File: config.mk
export PLATFORM = sky130hd
export DESIGN_NAME = sdram_arbit
export DESIGN_NICKNAME = d
export VERILOG_FILES = /design/src/rtl/sdram_arbit.sv
export SDC_FILE = /design/constraint.sdc
export NUM_CORES = 1
export LEC_CHECK = 0
export CAP_MARGIN = 10
export CORE_MARGIN = 2
export CORE_UTILIZATION = 27
export CTS_CLUSTER_SIZE = 25
export DETAILED_ROUTE_END_ITERATION = 10
export PLACE_DENSITY = 0.83
export SLEW_MARGIN = 5
export SYNTH_ARGS = -nofsm -noshare
export SYNTH_HDL_FRONTEND = slang
export SYNTH_SLANG_ARGS = --single-unit
File: constraint.sdc
create_clock -name clk -period 2.4 [get_ports clk]
set_input_delay 0.24 -clock clk [delete_from_list [all_inputs] [get_ports clk]]
set_output_delay 0.24 -clock clk [all_outputs]
set_load 0.05 [all_outputs]
File: src/rtl/sdram_arbit.sv
// SDRAM bus arbiter: init, then fixed-priority refresh > write > read.
// Optional watchdog enabled by macro SDRAM_ARBIT_WDOG_EN.
module sdram_arbit #(
  parameter logic [3:0] CMD_NOP = 4'b0111
) (
  input  logic        clk,
  input  logic        rst,
  input  logic        flag_init_end,
  input  logic [3:0]  init_cmd,
  input  logic [12:0] init_addr,
  input  logic        aref_req,
  input  logic        flag_aref_end,
  input  logic [3:0]  aref_cmd,
  input  logic [12:0] aref_addr,
  input  logic        wr_req,
  input  logic        flag_wr_end,
  input  logic [3:0]  wr_cmd,
  input  logic [12:0] wr_addr,
  input  logic [1:0]  wr_ba,
  input  logic        rd_req,
  input  logic        flag_rd_end,
  input  logic [3:0]  rd_cmd,
  input  logic [12:0] rd_addr,
  input  logic [1:0]  rd_ba,
  output logic        aref_en,
  output logic        wr_en,
  output logic        rd_en,
  output logic [3:0]  sdram_cmd,
  output logic [12:0] sdram_addr,
  output logic [1:0]  sdram_ba
);

  typedef enum logic [2:0] {
    INIT, ARBIT, AREF, WRITE, READ
  } state_t;

  state_t state, next;
  logic   wdog;

`ifdef SDRAM_ARBIT_WDOG_EN
  localparam logic [9:0] WDOG_LAST = 10'd1022;
  logic [9:0] cnt;

  // counts cycles spent in an operation; a stuck owner is evicted
  always_ff @(posedge clk or posedge rst) begin
    if (rst)
      cnt <= '0;
    else if (state == AREF || state == WRITE || state == READ)
      cnt <= cnt + 10'd1;
    else
      cnt <= '0;
  end

  assign wdog = (cnt == WDOG_LAST);
`else
  assign wdog = 1'b0;
`endif

  always_ff @(posedge clk or posedge rst) begin
    if (rst) state <= INIT;
    else     state <= next;
  end

  always_comb begin
    next = state;
    unique case (state)
      INIT:  if (flag_init_end) next = ARBIT;
      ARBIT: begin
        if (aref_req)    next = AREF;
        else if (wr_req) next = WRITE;
        else if (rd_req) next = READ;
      end
      AREF:  if (flag_aref_end || wdog) next = ARBIT;
      WRITE: if (flag_wr_end || wdog)   next = ARBIT;
      READ:  if (flag_rd_end || wdog)   next = ARBIT;
      default: next = INIT;
    endcase
  end

  always_comb begin
    aref_en    = 1'b0;
    wr_en      = 1'b0;
    rd_en      = 1'b0;
    sdram_cmd  = CMD_NOP;
    sdram_addr = '0;
    sdram_ba   = '0;
    unique case (state)
      INIT: begin
        sdram_cmd  = init_cmd;
        sdram_addr = init_addr;
      end
      AREF: begin
        aref_en    = 1'b1;
        sdram_cmd  = aref_cmd;
        sdram_addr = aref_addr;
      end
      WRITE: begin
        wr_en      = 1'b1;
        sdram_cmd  = wr_cmd;
        sdram_addr = wr_addr;
        sdram_ba   = wr_ba;
      end
      READ: begin
        rd_en      = 1'b1;
        sdram_cmd  = rd_cmd;
        sdram_addr = rd_addr;
        sdram_ba   = rd_ba;
      end
      default: ;
    endcase
  end

endmodule

* Word-level counts from Yosys, hierarchy flattened
Index checks and enable logic that the tools add are counted.
** Operators by class
- Eq/ne operators :: 9
- Multiplexer cells :: 14
- Reduce and logical (&&, ||, !) cells :: 2
** Operators by type and width (count)
- case mux 13 bit (4 select lines) :: 1
- 2-to-1 mux 3 bit :: 7
- case mux 4 bit (4 select lines) :: 1
- case mux 3 bit (5 select lines) :: 1
- inequality test 2 bit (second input constant) :: 4
- == test 3 x 2 -> 1 bit (second input constant) :: 2
- AND reduction 5 bit :: 1
- inequality test 4 bit (second input constant) :: 1
- case mux 2 bit (2 select lines) :: 1
- == test 3 x 1 -> 1 bit (second input constant) :: 1
- == test 3 bit (second input constant) :: 1
- logical NOT 3 bit :: 1
- 2-to-1 mux 1 bit :: 3
** Storage, ports and cells
- Register bits after elaboration :: 3
- Output and inout bits :: 22

* Longest topological paths before layout
- Depth after elaboration :: 4
- Depth in mapped cells :: 5

* Worst setup path before layout
Ideal clock, no wire load.
- Kind :: flip-flop to output port
- Start :: register state[1]
- End :: output port sdram_ba[0]
- Arrival :: 1.730 ns
- Required time :: 2.160 ns
- Slack :: 0.430 ns
- Stages on the path, launching flop included :: 5
- Buffers on the path :: 1
- Cell sequence :: dfrtp_1 -> buf_4 -> nor2_2 -> and2_1 -> a22o_1
** On the way
- Cells in the longest elaborated chain, start to end :: 2
- Elaborated cells between the ends (all ways) :: 3
- Classes of those cells :: eq/ne: 2; mux: 1
** RTL lines
- start: declaration :: RTL line 37 : state_t state, next;
- start signal: assignment :: RTL line 61 : else state <= next;
- == test 3 bit / == test 3 x 2 -> 1 bit (equally long branches) :: RTL line 87 : unique case (state)
- case mux 2 bit (2 select lines) * :: RTL line 87
- end: declaration :: RTL line 30 : output logic [1:0] sdram_ba
Mark *: on every way between the ends. The rest lies on a longest branch, timed or not.

* Final worst setup path
- Start :: register state[0]
- End :: output port sdram_addr[7]
** On the way
- Cells in the longest elaborated chain, start to end :: 2
- Elaborated cells between the ends (all ways) :: 5
- Classes of those cells :: eq/ne: 3; mux: 1; reduce/logical: 1
** RTL lines
- == test 3 bit (tied with other cells) :: RTL line 87
- case mux 13 bit (4 select lines) * :: RTL line 87
- end: declaration :: RTL line 29 : output logic [12:0] sdram_addr,
Marks and branches as above.

==> flow_metrics.tcl <==
set metrics [dict create \
    port-buffer-count 102 \
    die_w_microns 57.5 \
    hp-class "in -> async" \
    ir_worst_vdd_mv 0.918 \
    die_h_microns 57.5 \
    post-synth-top-area-fraction_pct 28.5 \
    regMostFlops "state" \
    fp.dieArea_sq_mm 0.00331 \
    final_nets 271 \
    cts_inserted_buffers 3 \
    critPathCaptureType "primary output" \
    gp_congestion 0.738 \
    cts_sinks 3 \
    grtUsageTotal_pct 21.6 \
    rsz0062_at_grt "false" \
    ant_nets 0 \
    cts_tree "done" \
    yosysSeqAreaShare_pct 9.71 \
    dpl_cell_area_sq_mm 0.00203 \
    row_count 19 \
    fin_crit_ps 2230 \
    drc 0 \
    instances_no_fill 220 \
    h-tree-depth 1 \
    largest_register_ffs 3 \
    yosys.cell_types.count 26 \
    final.setup.tns_ps 0 \
    synthTopCellsByArea "mux2i_1 (28%), a2bb2oi_1 (16%), o2bb2ai_1 (16%), dfrtp_1 (9.7%), a22o_1 (3.4%)" \
    clk_path_buf_depth 2 \
    wl_microns 3500 \
    synth_seq_cells 3 \
    skew_ps 1.90 \
    core_area_sq_mm 0.00273 \
    area_growth_pct 166 \
    status "complete, no violations" \
    drt_pass1_iterations 2 \
    rr_worst_depth 4 \
    avgSynthCellArea_sq_um 8.89 \
    synth_cells 87 \
    grt_max_degree 18 \
    hold_viol_final 0 \
    cts_hold_buf 0 \
    pin_count 103 \
    worstPathRequired_ps 2160 \
    leakage_nw 0.827 \
    synth_largest_area_cell "mux2i_1" \
    clock_latency_ps 240 \
    maxSlewViolCount 0 \
    critPathLaunchType "flop" \
    root_buffer "clkbuf_4" \
    vias_per_cell 5.33 \
    postCtsSetupBuffers 0 \
    hold_ws_ps 176 \
    setup_viol 0 \
    hpwl_microns 3010 \
    dp.cells 216 \
    reg_top3 "state: 3 flops" \
    arrival_ps 1990 \
    mostFrequentLayoutCell "clkdlybuf4s50_1" \
    cap_violations 0 \
    post-route-period-util_pct 92.9 \
    first_iter_violations 18 \
    crit_fanout 17 \
    relSlewSlack_pct 61.7 \
    r2r_setup_slack_ps 820 \
    antenna_found_initial 0 \
    start_util_pct 28.3 \
    grt_pass1_wl_microns 5670 \
    r2r-end "state[0]$_DFFE_PP0P_" \
    finalPower_mw 2.49 \
    drive_gt1_share_pct 16.9 \
    gr-total-overflow 0 \
    wl_per_cell_microns 15.9 \
    ctsResizeCount 0 \
    tightest_slew_ps 575 \
    grt_pass1_vias 1244 \
    rr_startpoint "state[2]$_DFFE_PP0P_" \
    criticalPathCategory "reg -> out" \
    syn_area_sq_um 773 \
    cts.clk_slew.worst_paths_ps 40 \
    ys_warn_count 0 \
    final_cell_mix "clkdlybuf4s50_1 (80), mux2i_1 (22), buf_12 (22)" \
    final_area_sq_mm 0.00206 \
    antennaDiodeCount 0 \
    powerDensity_mw_per_mm2 1210 \
    vias 1173 \
    synth.net_count 168 \
    fmax_ghz 0.449 \
]
-- stage by stage --
| stage | utilization, % | setup slack, ps |
|---|---|---|
| 6_report | 75.2 | 170 |
| 5_1_grt | 75.2 | 29.5 |
| 4_1_cts | 75.2 | 162 |
| 3_5_place_dp | 74.2 | 423 |
| 3_3_place_gp | 74.2 | 543 |
| 2_1_floorplan | - | 430 |
-- critical path, cell delays in order (launching register included) --
cell,delay (ps)
dfrtp_1,700
nand2_1,220
nor2_4,390
o2bb2ai_1,260
buf_12,190
-- how the worst max path moves through the flow --
stage	from	to	slack (ps)
floorplan	state[1]$_DFFE_PP0P_	sdram_ba[0]	430
global placement	state[0]$_DFFE_PP0P_	sdram_ba[0]	540
detailed placement	state[0]$_DFFE_PP0P_	sdram_addr[7]	420
CTS	state[0]$_DFFE_PP0P_	sdram_addr[7]	160
global route	state[0]$_DFFE_PP0P_	sdram_addr[7]	30
finish	state[0]$_DFFE_PP0P_	sdram_addr[7]	170
-- cells in the mapped netlist --
cell,instances
a211oi_1,1
a21oi_1,2
a22o_1,3
a22oi_1,3
a2bb2oi_1,14
and2_1,1
and2b_1,2
buf_2,4
buf_4,2
buf_6,2
clkbuf_1,1
dfrtp_1,3
inv_1,1
mux2i_1,22
nand2_1,2
nand2b_1,1
nor2_1,1
nor2_2,1
nor2_4,1
nor2b_1,1
o21ai_1,1
o2bb2ai_1,14
o32ai_1,1
or2_1,1
or3b_1,1
or4b_1,1
-- where the power goes --
part	total (mW)	internal (mW)	switching [mW]
clock	0.0895	0.0624	0.0272
sequential	0.127	0.0696	0.0576
combinational	2.27	1.10	1.18
total	2.49	1.23	1.26
-- area by class of cell --
class | instances | area, sq um
sequential | 3 | 75.1
tap | 31 | 38.8
inverter | 1 | 3.75
clock buffer | 4 | 26.3
multi-input combinational | 74 | 633
timing repair buffer | 107 | 1280
fill | 200 | 678
-- cell families (layout without fill, tap and decap cells) --
| kind of cell | after synthesis | in the layout | synth area share (%) |
|---|---|---|---|
| simple gates | 13 | 13 | 11.3 |
| flops | 3 | 3 | 9.71 |
| compound gates | 39 | 39 | 42.1 |
| buf+inv | 10 | 112 | 8.41 |
| mux | 22 | 22 | 28.5 |
-- routing by layer --
layer,vias up,GRT usage [%],share of wire [%]
li1,564,-,-
met1,532,25.0,37
met2,70,40.3,53
met3,7,3.17,8.4
met4,0,6.98,1.7
met5,-,0,0
Power figures use the tool's default switching activity.
